<file path="src/rtl/mem_bus_arbiter_pkg.sv">
// Shared MemoryBus types for the N-master arbiter: command/result structs,
// arbitration mode and grant-FSM state encodings, plus an index-width helper.
// No ports; imported by mem_bus_arbiter and rr_picker.
package mem_bus_arbiter_pkg;

  localparam int DATA_W = 32;

  // Master/slave command: write data plus the start request level.
  typedef struct packed {
    logic [DATA_W-1:0] data;
    logic              start;
  } cmd_t;

  // Slave response: read data plus a single-cycle done strobe.
  typedef struct packed {
    logic [DATA_W-1:0] data;
    logic              done;
  } result_t;

  typedef enum logic {
    ARB_RR    = 1'b0,
    ARB_FIXED = 1'b1
  } arb_mode_t;

  typedef enum logic [1:0] {
    IDLE  = 2'd0,
    ISSUE = 2'd1,
    WAIT  = 2'd2
  } arb_state_t;

  // Width of a master index; a single master still needs a 1-bit field.
  function automatic int idx_w(input int n);
    return (n > 1) ? $clog2(n) : 1;
  endfunction

endpackage

</file>
<file path="src/rtl/mem_bus_arbiter_rr_picker.sv">
// Combinational winner selection for the arbiter.
// Ports: req_i (request vector), ptr_i (round-robin start index), mode_i
// (ARB_RR / ARB_FIXED) -> winner_o (granted index), valid_o (any request).
module rr_picker
  import mem_bus_arbiter_pkg::*;
#(
  parameter  int NUM_MASTERS = 2,
  localparam int IDX_W       = idx_w(NUM_MASTERS)
) (
  input  logic [NUM_MASTERS-1:0] req_i,
  input  logic [IDX_W-1:0]       ptr_i,
  input  arb_mode_t              mode_i,
  output logic [IDX_W-1:0]       winner_o,
  output logic                   valid_o
);

  logic             lo_vld;
  logic [IDX_W-1:0] lo_win;
  logic             hi_vld;
  logic [IDX_W-1:0] hi_win;

  // Two scans in one descending loop: lowest requester overall, and lowest
  // requester at or above the pointer. Round-robin prefers the latter and
  // falls back to the former, which is the wrap-around case.
  always_comb begin
    lo_vld = 1'b0;
    lo_win = '0;
    hi_vld = 1'b0;
    hi_win = '0;
    for (int i = NUM_MASTERS - 1; i >= 0; i--) begin
      if (req_i[i]) begin
        lo_vld = 1'b1;
        lo_win = IDX_W'(i);
        if (i >= int'(ptr_i)) begin
          hi_vld = 1'b1;
          hi_win = IDX_W'(i);
        end
      end
    end
    valid_o  = lo_vld;
    winner_o = (mode_i == ARB_RR && hi_vld) ? hi_win : lo_win;
  end

endmodule

</file>
<file path="src/rtl/mem_bus_arbiter.sv">
// N-master to 1-slave MemoryBus arbiter with registered grant FSM.
// Ports: clk_i/rst_ni; per-master m_address_i/m_we_i/m_cmd_i -> m_result_o;
// force_en_i/force_sel_i debug override; slave s_address_o/s_we_o/s_cmd_o <- s_result_i;
// grant_o one-hot owner; timeout_err_o one-cycle abort pulse.
module mem_bus_arbiter
  import mem_bus_arbiter_pkg::*;
#(
  parameter  int NUM_MASTERS    = 2,
  parameter  int ADDR_W         = 30,
  parameter  int ARB_MODE       = 0,
  parameter  int TIMEOUT_CYCLES = 0,
  parameter  int CNT_W          = 16,
  localparam int IDX_W          = idx_w(NUM_MASTERS)
) (
  input  logic                   clk_i,
  input  logic                   rst_ni,
  input  logic [ADDR_W-1:0]      m_address_i [NUM_MASTERS],
  input  logic [NUM_MASTERS-1:0] m_we_i,
  input  cmd_t                   m_cmd_i     [NUM_MASTERS],
  output result_t                m_result_o  [NUM_MASTERS],
  input  logic                   force_en_i,
  input  logic [IDX_W-1:0]       force_sel_i,
  output logic [ADDR_W-1:0]      s_address_o,
  output logic                   s_we_o,
  output cmd_t                   s_cmd_o,
  input  result_t                s_result_i,
  output logic [NUM_MASTERS-1:0] grant_o,
  output logic                   timeout_err_o
);

  localparam arb_mode_t       MODE     = (ARB_MODE != 0) ? ARB_FIXED : ARB_RR;
  localparam bit              TMO_EN   = (TIMEOUT_CYCLES != 0);
  localparam logic [CNT_W-1:0] TMO_LAST = CNT_W'((TIMEOUT_CYCLES > 0) ? TIMEOUT_CYCLES - 1 : 0);

  arb_state_t             state_q, state_d;
  logic [IDX_W-1:0]       owner_q, owner_d;
  logic [NUM_MASTERS-1:0] grant_q, grant_d;
  logic [IDX_W-1:0]       rr_ptr_q, rr_ptr_d;
  logic [IDX_W-1:0]       last_owner_q, last_owner_d;
  logic                   masked_q, masked_d;
  logic [CNT_W-1:0]       cnt_q, cnt_d;

  logic [NUM_MASTERS-1:0] req;
  logic [IDX_W-1:0]       win;
  logic                   win_vld;

  cmd_t                   own_cmd;
  logic [ADDR_W-1:0]      own_addr;
  logic                   own_we;
  logic                   tmo_hit;
  logic                   abort;
  logic                   finish;
  logic [IDX_W-1:0]       next_ptr;

  assign own_cmd  = m_cmd_i[owner_q];
  assign own_addr = m_address_i[owner_q];
  assign own_we   = m_we_i[owner_q];
  assign tmo_hit  = TMO_EN && (cnt_q == TMO_LAST);
  assign next_ptr = (owner_q == IDX_W'(NUM_MASTERS - 1)) ? '0 : owner_q + 1'b1;
  assign grant_o  = grant_q;

  // The master that just finished still holds start for one cycle after its
  // done; masking it for the first IDLE cycle keeps that stale level from
  // being re-granted. Force mode narrows eligibility to a single index.
  always_comb begin
    for (int i = 0; i < NUM_MASTERS; i++) begin
      req[i] = m_cmd_i[i].start & ~(masked_q && (last_owner_q == IDX_W'(i)));
      if (force_en_i && (force_sel_i != IDX_W'(i))) begin
        req[i] = 1'b0;
      end
    end
  end

  rr_picker #(
    .NUM_MASTERS(NUM_MASTERS)
  ) u_picker (
    .req_i    (req),
    .ptr_i    (rr_ptr_q),
    .mode_i   (MODE),
    .winner_o (win),
    .valid_o  (win_vld)
  );

  always_comb begin
    state_d      = state_q;
    owner_d      = owner_q;
    grant_d      = grant_q;
    rr_ptr_d     = rr_ptr_q;
    last_owner_d = last_owner_q;
    masked_d     = masked_q;
    cnt_d        = cnt_q;
    abort        = 1'b0;
    finish       = 1'b0;

    s_address_o   = '0;
    s_we_o        = 1'b0;
    s_cmd_o       = '0;
    timeout_err_o = 1'b0;
    for (int i = 0; i < NUM_MASTERS; i++) begin
      m_result_o[i] = '0;
    end

    case (state_q)
      IDLE: begin
        masked_d = 1'b0;
        if (win_vld) begin
          owner_d = win;
          grant_d = NUM_MASTERS'(1) << win;
          state_d = ISSUE;
        end
      end

      ISSUE: begin
        s_address_o   = own_addr;
        s_we_o        = own_we;
        s_cmd_o       = own_cmd;
        s_cmd_o.start = 1'b1;
        cnt_d         = '0;
        state_d       = WAIT;
      end

      WAIT: begin
        s_address_o   = own_addr;
        s_we_o        = own_we;
        s_cmd_o       = own_cmd;
        s_cmd_o.start = 1'b0;

        // A real done always beats the timeout in the same cycle.
        if (s_result_i.done) begin
          finish = 1'b1;
        end else if (tmo_hit) begin
          abort  = 1'b1;
          finish = 1'b1;
        end else if (TMO_EN) begin
          cnt_d = cnt_q + 1'b1;
        end

        timeout_err_o = abort;
        for (int i = 0; i < NUM_MASTERS; i++) begin
          if (owner_q == IDX_W'(i)) begin
            m_result_o[i] = abort ? '{data: '0, done: 1'b1} : s_result_i;
          end
        end

        if (finish) begin
          state_d      = IDLE;
          grant_d      = '0;
          rr_ptr_d     = next_ptr;
          last_owner_d = owner_q;
          masked_d     = 1'b1;
        end
      end

      default: begin
        state_d = IDLE;
        grant_d = '0;
      end
    endcase
  end

  always_ff @(posedge clk_i or negedge rst_ni) begin
    if (!rst_ni) begin
      state_q      <= IDLE;
      owner_q      <= '0;
      grant_q      <= '0;
      rr_ptr_q     <= '0;
      last_owner_q <= '0;
      masked_q     <= 1'b0;
      cnt_q        <= '0;
    end else begin
      state_q      <= state_d;
      owner_q      <= owner_d;
      grant_q      <= grant_d;
      rr_ptr_q     <= rr_ptr_d;
      last_owner_q <= last_owner_d;
      masked_q     <= masked_d;
      cnt_q        <= cnt_d;
    end
  end

endmodule
</file>
<file path="config.mk">
export PLATFORM = sky130hd
export DESIGN_NAME = mem_bus_arbiter
export DESIGN_NICKNAME = d
export VERILOG_FILES = /design/src/rtl/mem_bus_arbiter_pkg.sv /design/src/rtl/mem_bus_arbiter_rr_picker.sv /design/src/rtl/mem_bus_arbiter.sv
export SDC_FILE = /design/constraint.sdc
export NUM_CORES = 1
export LEC_CHECK = 0
export ABC_AREA = 1
export ABC_CLOCK_PERIOD_IN_PS = 1900
export CORE_AREA = 2 2 115 117
export DETAILED_ROUTE_END_ITERATION = 6
export DIE_AREA = 0 0 117 119
export PLACE_DENSITY = 0.59
export SLEW_MARGIN = 20
export SYNTH_ARGS = -nofsm -noshare
export SYNTH_HDL_FRONTEND = slang
export SYNTH_SLANG_ARGS = --single-unit
</file>
<file path="constraint.sdc">
create_clock -name clk_i -period 1.9 [get_ports clk_i]
set_input_delay 0.38 -clock clk_i [delete_from_list [all_inputs] [get_ports clk_i]]
set_output_delay 0.38 -clock clk_i [all_outputs]
set_load 0.1 [all_outputs]
</file>
* Word level (Yosys, flattened, before mapping)
Cells that the tools add are included.
** Operators by class
- Add/sub/neg operators :: 1
- Order comparisons :: 3
- Equality and inequality tests :: 4
- Shift-type cells :: 1
- Mux-type cells :: 37
- Bitwise logic cells :: 8
- Reduce and logical (&&, ||, !) cells :: 12
** Operators by type and width (count)
- $mux W33 :: 6
- $mux W30 :: 4
- $mux W66 :: 1
- $pmux W33 S2 :: 1
- $mux W1 :: 19
- $pmux W2 S3 :: 2
- $reduce_and A2 Y1 :: 4
- $mux W2 :: 3
- $not A1 Y1 :: 5
- $logic_and A1 B1 Y1 :: 4
- $reduce_and A3 Y1 :: 1
- $and A1 B1 Y1 :: 2
- $eq A2 B1 Y1 const B :: 1
- $eq A2 B2 Y1 const B :: 1
- $ge A2 B2 Y1 const B :: 1
- $logic_not A2 Y1 :: 1
- $lt A1 B2 Y1 const B :: 1
- $ne A2 B1 Y1 const B :: 1
- $ne A2 B2 Y1 const B :: 1
- $not A1 Y2 :: 1
- $pmux W1 S2 :: 1
- $reduce_bool A2 Y1 :: 1
- $reduce_or A2 Y1 :: 1
- $shl A1 B1 Y2 const A :: 1
- other kinds (2) :: 2
** Word-level totals
- Register bits :: 8
- Input port bits :: 165
- Output and inout bits :: 133
- Word-level logic and storage cells :: 72

* Longest topological paths before layout
Gate-level depths: netlist of run 1.
- Depth after elaboration :: 11
- Mapped depth :: 8
- Gate-level depth less buffers :: 7

* By module
Synthesis of run 1 repeated with hierarchy kept, for this count alone.
** Second synthesis, totals
- Cell total of the unflattened synthesis :: 445
- Area total of the unflattened synthesis :: 2026.9 µm²
** By module, submodules not included
- mem_bus_arbiter :: instances 1, cells an instance 440, area each 2004.4 µm², seq. area each 200.2 µm²
- rr_picker :: instances 1, cells an instance 5, area each 22.5 µm², seq. area each 0.0 µm²

* Worst setup path after synthesis of run 1
Ideal clock, no wire load.
- Kind :: register -> output
- From :: reg state_q[0]
- To :: out s_address_o[0]
- Arrival :: 2.337 ns
- Required time :: 1.520 ns
- Path slack :: -0.817 ns
- Cell stages (with the launch flop) :: 6
- Path buffers :: 1
- Path through :: dfrtp_1 inv_1 ha_1 clkbuf_1 o21ai_0 nor2_1
** Between the ends
- Longest elaborated chain between the ends :: 3
- Elaborated cells between the ends (all ways) :: 4
- Classes of those cells :: eq/ne: 2; mux: 1; reduce/logical: 1
** Ends and longest elaborated chain
- from (decl) :: line mem_bus_arbiter.sv:35 : arb_state_t state_q, state_d;
- from (signal assigned) :: line mem_bus_arbiter.sv:171 : state_q <= state_d;
- $eq A2 B2 Y1 / $eq A2 B1 Y1 (equally long branches) :: line mem_bus_arbiter.sv:103 : case (state_q)
- $reduce_or A2 Y1 (no line) *
- $mux W30 * :: line mem_bus_arbiter.sv:103
- to (decl) :: line mem_bus_arbiter.sv:23 : output logic [ADDR_W-1:0] s_address_o,
Every way passes the cells marked *; elsewhere a longest branch is shown, timed or not.

==> results.py, run 1 <==
metrics = {
    "routing": {
        "post-route-drc-count": 0,
        "firstDrtPassIters": 5,
        "vias": 3751,
        "routed_via_density": 4.113,
        "wl_per_cell_um": 14.50,
        "wirelength_mm": 13.22,
        "drtIter0Drc": 84,
        "drtAntennaViolNets": 0,
    },
    "clocking": {
        "htreeDepth": 1,
        "numCtsBuffers": 3,
        "clockBufferDepth": 2,
        "tritoncts_num_sinks": 8,
        "cts-root-buf": "clkbuf_16",
        "clkTransAtPathRegs_ns": 0.04,
        "holdBufCountCts": 0,
        "clock_latency_ns": 0.23,
        "cts_tree": "done",
    },
    "place": {
        "pre_cts_ws_ns": -0.1229,
        "hpwl_mm": 10.49,
        "io_buffers": 296,
        "placed_cells": 895,
        "gp_congestion": 0.8212,
    },
    "synthesis": {
        "netlist_instances": 436,
        "synth_edf_count": 0,
        "yosysMostFrequentCell": "nand2_1",
        "avgSynthCellArea_um2": 4.526,
        "seq_area_frac_synth": 0.1015,
        "synth_cell_type_count": 18,
        "ys_warn_count": 0,
        "async_flop_share": 1.000,
        "synth-seq-cells": 8,
        "synthTopCellsByCount": "nand2_1, nor2_1, inv_1, o21ai_0, buf_2",
        "yosys-top-cells-area": "nand2_1, nor2_1, inv_1",
        "synth.top_cell.area_share": 0.2739,
        "synth_nets": 605,
        "synthFlopType": "dfrtp_1",
        "syn_area_um2": 1973,
        "synth_top_area_cell": "nand2_1",
    },
    "run_status": {
        "failed_checks": "setup timing",
        "status": "finished, violations left",
    },
    "layout": {
        "syn2layout_area_growth_pct": 297.1,
        "diodes": 0,
        "fin_cells": 912,
        "drive_above_1_share": 0.4307,
        "fin_nets": 906,
        "final_util": 0.6086,
    },
    "die": {
        "die_w_um": 117,
        "start_util": 0.1533,
        "core_area_um2": 12870,
        "die_area_um2": 13920,
        "std_cell_rows": 42,
        "die_h_um": 119,
        "ios": 298,
    },
    "worst_setup_path": {
        "worstPathMaxFanout": 5,
        "end_kind": "output port",
        "crit_required_ns": 1.52,
        "cp_num_buf_inv": 5,
        "cp-start-kind": "flop",
        "crit_path_frequent_cell": "buf_12",
        "cp_slowest_cell": "dfrtp_1",
        "path_delay_family": "buffers and inverters",
        "path_cells": "inv_2 > ha_4 > buf_4 > nand2_8 > buf_12 > buf_16 > nor2_4 > buf_12",
        "regToRegSetupSlack_ns": 0.47,
        "timing.critical_path.arrival_ns": 1.72,
        "crit_type": "reg -> out",
        "critPathMaxStageDelay_ns": 0.40,
    },
    "sta": {
        "finalMaxSlewViolations": 0,
        "fin_crit_sh": 1.105,
        "setup_slack_ns": -0.1993,
        "hold_viol": 0,
        "skew_ns": 0.001283,
        "holdWs_ns": 0.4286,
        "rsz0062_at_grt": "true",
        "fmax_mhz": 476.3,
        "min_period_ns": 2.099,
        "finalSetupViolations": 128,
    },
    "job": {
        "cap_violations": 0,
    },
    "global_routing": {
        "antenna_found_initial": 0,
        "grt_util_all_layers": 0.1818,
        "grt_max_degree": 48,
        "grt_pass1_wl_mm": 20.03,
        "globalRouteOverflowTotal": 0,
        "grt_pass1_vias": 3917,
    },
    "worst_hold_path": {
        "min-delay-path-class": "in -> async",
    },
}
==> kinds of logic after synthesis <==
kind of cell / share of synthesized area
buf+inv: 0.2321
fa+ha+maj: 0.02537
other cells: 0.001901
simple gates: 0.5358
compound gates: 0.1034
flops: 0.1015
==> flip-flops by register name, indices dropped and copies added (netlist names) <==
signal	count
masked_q	1
last_owner_q	1
rr_ptr_q	1
owner_q	1
state_q	2
grant_o	2
==> layer usage <==
layer | track usage | wire length (µm)
met1 | 0.1767 | 4318
met2 | 0.3573 | 7253
met3 | 0.06209 | 1380
met4 | 0.04338 | 271
met5 | 0 | 0
==> cells in the final DEF, fill, tap and decap left out, drive strengths merged <==
| cell type | Yosys | layout |
|---|---|---|
| o21a | 1 | 1 |
| a21oi | 3 | 3 |
| clkinvlp | 0 | 32 |
| o21ai | 35 | 35 |
| conb | 1 | 1 |
| nand4 | 1 | 1 |
| ha | 4 | 4 |
| inv | 76 | 44 |
| buf | 22 | 158 |
| nand2 | 144 | 144 |
| clkbuf | 6 | 6 |
| nor2 | 128 | 128 |
| dfrtp | 8 | 8 |
| clkdlybuf4s50 | 0 | 164 |
| o22ai | 1 | 1 |
| nand3 | 6 | 6 |
==> what timing repair did <==
action / 4_1_cts / 5_1_grt
gates cloned: 6 / 2
setup buffers: 5 / 0
resized for setup: 61 / 2
pin swaps: 5 / 3
setup endpoints to repair: 129 / 129
==> final cells by class <==
| type | instances | area [µm²] |
|---|---|---|
| inverter | 76 | 405.4 |
| clock buffer | 4 | 78.83 |
| timing repair buffer | 324 | 4772 |
| sequential | 8 | 201.4 |
| tap | 176 | 220.2 |
| fill | 1041 | 5040 |
| multi-input combinational | 324 | 2157 |
==> stage by stage <==
stage	cell area, µm²	TNS, ns
6_report	7835	-17.73
5_1_grt	7835	-25.24
4_1_cts	7790	-18.25
3_5_place_dp	7350	-5.251
3_3_place_gp	7350	-0.4372
2_1_floorplan	2835	-7.659
==> final timing paths <==
| kind | start | endpoint | cells past startpoint |
|---|---|---|---|
| setup reg to reg | state_q[0]$_DFFE_PN0P_ | rr_ptr_q$_DFFE_PN0P_ | 7 |
| max in group asynchronous | rst_ni | owner_q$_DFFE_PN0P_ | 1 |
| hold / removal | rst_ni | masked_q$_DFFE_PN0P_ | 1 |
| hold reg to reg | rr_ptr_q$_DFFE_PN0P_ | rr_ptr_q$_DFFE_PN0P_ | 2 |
| min in group clk_i | rr_ptr_q$_DFFE_PN0P_ | rr_ptr_q$_DFFE_PN0P_ | 2 |
| setup / recovery | state_q[0]$_DFFE_PN0P_ | m_result_o[65] | 8 |
Power of run 1 is left out: the tool's default activity adds up to more than one toggle a clock period on the data nets, which glitch-free logic cannot reach.
==> run 2, diff against run 1 <==
--- a/config.mk
+++ b/config.mk
@@ -11,6 +11,7 @@
 export DETAILED_ROUTE_END_ITERATION = 6
 export DIE_AREA = 0 0 117 119
 export PLACE_DENSITY = 0.59
+export REMOVE_ABC_BUFFERS = 1
 export SLEW_MARGIN = 20
 export SYNTH_ARGS = -nofsm -noshare
 export SYNTH_HDL_FRONTEND = slang
==> run 2 against run 1 <==
Effect of this change: the flow still finishes with violations (setup timing); via count is 0.56% higher; non-clock buffer count is 5 lower; register-to-register slack better by 0.07 ns; die area stayed put; wire length is 0.79% higher; cell count is 0.55% lower; maximum frequency is 0.19% lower; clock skew is 0.00079 ns higher; critical path depth is 1 lower; global-route usage is 2.1 points lower; sequential share of layout area is 0.11 points higher.
==> results.py, run 2 (synthesis results as in run 1) <==
metrics = {
    "run_status": {
        "status": "finished, violations left",
        "failed_checks": "setup timing",
    },
    "worst_setup_path": {
        "timing.critical_path.arrival_ns": 1.72,
        "crit_type": "reg -> out",
        "crit_required_ns": 1.52,
        "cp-start-kind": "flop",
        "worstPathMaxFanout": 8,
        "end_kind": "output port",
        "path_cells": "inv_2 > ha_4 > o21a_4 > clkbuf_16 > nand2_2 > inv_2 > buf_12",
        "crit_path_frequent_cell": "inv_2",
        "critPathMaxStageDelay_ns": 0.40,
        "cp_slowest_cell": "dfrtp_1",
    },
    "routing": {
        "wl_per_cell_um": 14.69,
        "drtIter0Drc": 88,
        "firstDrtPassIters": 4,
        "vias": 3772,
        "wirelength_mm": 13.33,
        "drtAntennaViolNets": 0,
        "routed_via_density": 4.159,
        "post-route-drc-count": 0,
    },
    "layout": {
        "layout_commonest_cell": "clkdlybuf4s50_1",
        "fin_nets": 901,
        "drive_above_1_share": 0.4268,
        "final_cell_mix": "clkdlybuf4s50_1, buf_12, nand2_1",
        "diodes": 0,
        "syn2layout_area_growth_pct": 280.2,
    },
    "clocking": {
        "numCtsBuffers": 3,
        "cts-root-buf": "clkbuf_16",
        "htreeDepth": 1,
        "clockBufferDepth": 2,
        "holdBufCountCts": 0,
        "cts_tree": "done",
        "clock_latency_ns": 0.24,
        "tritoncts_num_sinks": 8,
        "clkTransAtPathRegs_ns": 0.04,
    },
    "sta": {
        "min_period_ns": 2.103,
        "setup_slack_ns": -0.2033,
        "finalMaxSlewViolations": 0,
        "fin_crit_sh": 1.107,
        "rsz0062_at_grt": "true",
        "fin_setup_tns_ns": -11.61,
        "fmax_mhz": 475.4,
        "skew_ns": 0.002075,
        "finalSetupViolations": 111,
        "hold_viol": 0,
    },
    "global_routing": {
        "globalRouteOverflowTotal": 0,
        "grt_util_all_layers": 0.1607,
        "antenna_found_initial": 0,
        "grt_pass1_wl_mm": 17.91,
        "grt_max_degree": 39,
        "grt_pass1_vias": 3604,
    },
    "die": {
        "die_w_um": 117,
        "die_h_um": 119,
        "core_area_um2": 12870,
        "start_util": 0.1533,
        "std_cell_rows": 42,
        "ios": 298,
        "die_area_um2": 13920,
    },
    "job": {
        "cap_violations": 0,
    },
    "worst_hold_path": {
        "min-delay-path-class": "in -> async",
    },
    "place": {
        "io_buffers": 296,
        "gp_congestion": 0.8590,
        "hpwl_mm": 10.13,
    },
}
==> run 2: cell types whose count changed in the layout (fill, tap and decap cells not counted), moves of 3 or more <==
| cell | delta |
|---|---|
| nand2_4 | +13 |
| inv_2 | +28 |
| o21ai_1 | +7 |
| nor2_4 | -31 |
| buf_16 | -7 |
| nor2_2 | +30 |
| nand2_2 | -6 |
| inv_4 | +5 |
| nand2_1 | -6 |
| o21ai_2 | -5 |
| clkinvlp_4 | -32 |
| clkbuf_16 | +3 |
==> run 2: per-layer routing <==
layer	GRT usage	vias up	part of all wire	wire length, µm
met2	0.3150	206	0.55	7298
li1	-	1847	-	-
met1	0.1688	1695	0.33	4463
met3	0.04122	24	0.095	1263
met5	0	-	0	0
met4	0.03015	0	0.023	303
==> run 2: stage by stage <==
stage,hold WS (ns),area (µm²),utilization,std cells,worst slack (ns)
6_report,0.4293,7501,0.5826,907,-0.2033
5_1_grt,0.4690,7501,0.5826,907,-0.2557
4_1_cts,0.4413,6792,0.5275,899,-0.1926
3_5_place_dp,0.4857,6449,0.5009,894,-0.02583
3_3_place_gp,0.4834,6449,0.5009,894,0.02106
2_1_floorplan,0.08441,1800,-,408,-2.154
==> run 2: layout make-up <==
class / count / area (µm²)
Sequential cell: 8 / 201.4
Inverter: 76 / 297.8
Tap cell: 176 / 220.2
Timing Repair Buffer: 319 / 4658
Clock buffer: 4 / 78.83
Fill cell: 1051 / 5374
Multi-Input combinational cell: 324 / 2044
==> run 2: timing repair <==
item,CTS,global route
gates resized for setup,139,142
gates cloned,1,7
endpoints found under the hold margin,0,0
setup endpoints to repair,129,129
pin swaps,3,7
buffers inserted,0,2
==> run 2: worst max-delay path: cells and delay by family (launching register included) <==
family	cells	cell delay, ns
AND/OR/NAND/NOR	1	0.06
AO/OA/AOI/OAI	1	0.20
adder cells (fa/ha/maj)	1	0.30
flip-flops	1	0.40
buffers and inverters	4	0.52
==> run 2: final timing paths <==
kind                                   startpoint                  endpoint  slack [ns]  cells past startpoint
setup / recovery           state_q[1]$_DFFE_PN0P_                s_cmd_o[6]       -0.20                      7
hold / removal                             rst_ni  last_owner_q$_DFFE_PN0P_        0.43                      1
setup reg to reg           state_q[0]$_DFFE_PN0P_      rr_ptr_q$_DFFE_PN0P_        0.54                      7
hold reg to reg            grant_o[0]$_DFFE_PN0P_    grant_o[0]$_DFFE_PN0P_        0.49                      2
max in group asynchronous                  rst_ni       owner_q$_DFFE_PN0P_        1.18                      1
min in group clk_i         grant_o[0]$_DFFE_PN0P_    grant_o[0]$_DFFE_PN0P_        0.49                      2
Power of run 2 is left out for the same reason.
==> run 3, diff against run 2 <==
--- a/config.mk
+++ b/config.mk
@@ -10,8 +10,10 @@
 export CORE_AREA = 2 2 115 117
 export DETAILED_ROUTE_END_ITERATION = 6
 export DIE_AREA = 0 0 117 119
+export HOLD_SLACK_MARGIN = 0.02
 export PLACE_DENSITY = 0.59
 export REMOVE_ABC_BUFFERS = 1
+export SETUP_SLACK_MARGIN = 0.05
 export SLEW_MARGIN = 20
 export SYNTH_ARGS = -nofsm -noshare
 export SYNTH_HDL_FRONTEND = slang
==> run 3 against run 2 <==
Effect of this change: the run still ends with setup timing left; hold slack improved by 0.0093 ns; cell area grew 1.2%; non-clock buffer count increased by 9; critical path depth unchanged; maximum frequency is 0.36% higher; sequential share of layout area is essentially flat; setup slack better by 0.0075 ns; register-to-register slack lost 0.18 ns; die area stayed put; global-route usage up 2.4 points; first-iteration DRC count increased by 17%; critical path type unchanged; critical endpoint unchanged; highest routed layer unchanged.
==> results.py, run 3 (synthesis results as in run 1) <==
metrics = {
    "sta": {
        "finalSetupViolations": 129,
        "skew_ns": 0.003427,
        "finalMaxSlewViolations": 0,
        "fmax_mhz": 477.1,
        "min_period_ns": 2.096,
        "fin_crit_sh": 1.103,
        "hold_viol": 0,
        "rsz0062_at_grt": "true",
        "setup_slack_ns": -0.1958,
    },
    "worst_setup_path": {
        "r2r_cells": 8,
        "r2r-end": "grant_o[1]$_DFFE_PN0P_",
        "crit_start": "state_q[1]$_DFFE_PN0P_",
        "worstPathMaxFanout": 16,
        "timing.rr.start": "state_q[1]$_DFFE_PN0P_",
        "crit_type": "reg -> out",
        "crit_required_ns": 1.52,
        "regToRegSetupSlack_ns": 0.36,
        "end_kind": "output port",
        "timing.critical_path.arrival_ns": 1.72,
        "cp-start-kind": "flop",
    },
    "run_status": {
        "status": "finished, violations left",
        "failed_checks": "setup timing",
    },
    "global_routing": {
        "globalRouteOverflowTotal": 0,
        "grt_max_degree": 39,
        "grt_util_all_layers": 0.1849,
        "grt_pass1_vias": 3863,
        "grt_pass1_wl_mm": 20.24,
        "antenna_found_initial": 0,
    },
    "layout": {
        "drive_above_1_share": 0.4270,
        "layout_commonest_cell": "clkdlybuf4s50_1",
        "syn2layout_area_growth_pct": 284.8,
        "nFillCells": 1049,
        "multiInputGateArea_um2": 2023,
        "final-seq-area_um2": 201.4,
        "fin_nets": 910,
        "diodes": 0,
        "fin_cells": 916,
        "final_util": 0.5897,
        "stdcell_area_um2": 7592,
        "final_cell_mix": "clkdlybuf4s50_1, nand2_1, buf_12",
    },
    "job": {
        "cap_violations": 0,
    },
    "routing": {
        "drtIter0Drc": 103,
        "wl_per_cell_um": 14.99,
        "firstDrtPassIters": 4,
        "post-route-drc-count": 0,
        "drtAntennaViolNets": 0,
        "wirelength_mm": 13.73,
        "routed_via_density": 4.230,
        "vias": 3875,
    },
    "place": {
        "placed_cell_area_um2": 6449,
        "io_buffers": 296,
        "hpwl_mm": 10.13,
        "gp_congestion": 0.8590,
        "placed_cells": 894,
    },
    "clocking": {
        "cts_tree": "done",
        "clkTransAtPathRegs_ns": 0.04,
        "htreeDepth": 1,
        "clock_latency_ns": 0.24,
        "clockBufferDepth": 2,
        "holdBufCountCts": 0,
        "numCtsBuffers": 3,
        "tritoncts_num_sinks": 8,
        "cts-root-buf": "clkbuf_16",
    },
    "worst_hold_path": {
        "min-delay-path-class": "in -> async",
    },
    "die": {
        "die_h_um": 119,
        "die_w_um": 117,
        "start_util": 0.1533,
        "ios": 298,
        "core_area_um2": 12870,
        "die_area_um2": 13920,
        "std_cell_rows": 42,
    },
}
run 3: cell types whose count changed in the layout (fill, tap and decap cells not counted), sizes merged:
cell    previous run  this run
buf              150       163
clkbuf             9         5
run 3: area by class of cell:
class / count / area share
multi-input cells: 324 / 0.2665
repair buffers: 328 / 0.6300
flip-flops and latches: 8 / 0.02653
well taps: 176 / 0.02900
inverters: 76 / 0.03757
clock buffers: 4 / 0.01038
run 3: worst max-delay path by stage:
stage	end	slack, ns	depth (start not counted)
floorplan	m_result_o[34]	-2.15	3
global placement	s_we_o	0.02	6
detailed placement	s_address_o[27]	-0.03	6
CTS	s_address_o[2]	-0.19	6
global route	s_cmd_o[12]	-0.27	7
finish	s_cmd_o[6]	-0.20	7
run 3: stage by stage:
stage	worst slack [ns]	TNS [ns]	hold slack, ns
global route	-0.2698	-21.86	0.4699
global placement	0.02106	0	0.4834
CTS	-0.1926	-12.91	0.4413
finish	-0.1958	-14.78	0.4387
floorplan	-2.154	-209.40	0.08441
detailed placement	-0.02583	-0.08713	0.4857
run 3: timing repair:
action / 4_1_cts / 5_1_grt
gates cloned: 8 / 1
endpoints found under the hold margin: 0 / 0
buffers inserted: 5 / 5
gates resized for setup: 221 / 51
pin swaps: 7 / 18
endpoints found under the setup margin: 129 / 129
run 3: worst max-delay path, stage by stage, from the launching register on:
cell and delay (ns):
dfrtp_1 0.41, inv_2 0.09, ha_4 0.32, o21a_4 0.19
buf_12 0.15, nand2_1 0.07, inv_2 0.07, buf_12 0.16
run 3: per-layer routing:
metal | track usage | vias up | routed length (µm)
met3 | 0.05089 | 16 | 1455
met5 | 0 | - | 0
met1 | 0.1840 | 1756 | 4548
li1 | - | 1876 | -
met2 | 0.3717 | 227 | 7527
met4 | 0.03529 | 0 | 201
Power of run 3 is left out for the same reason.
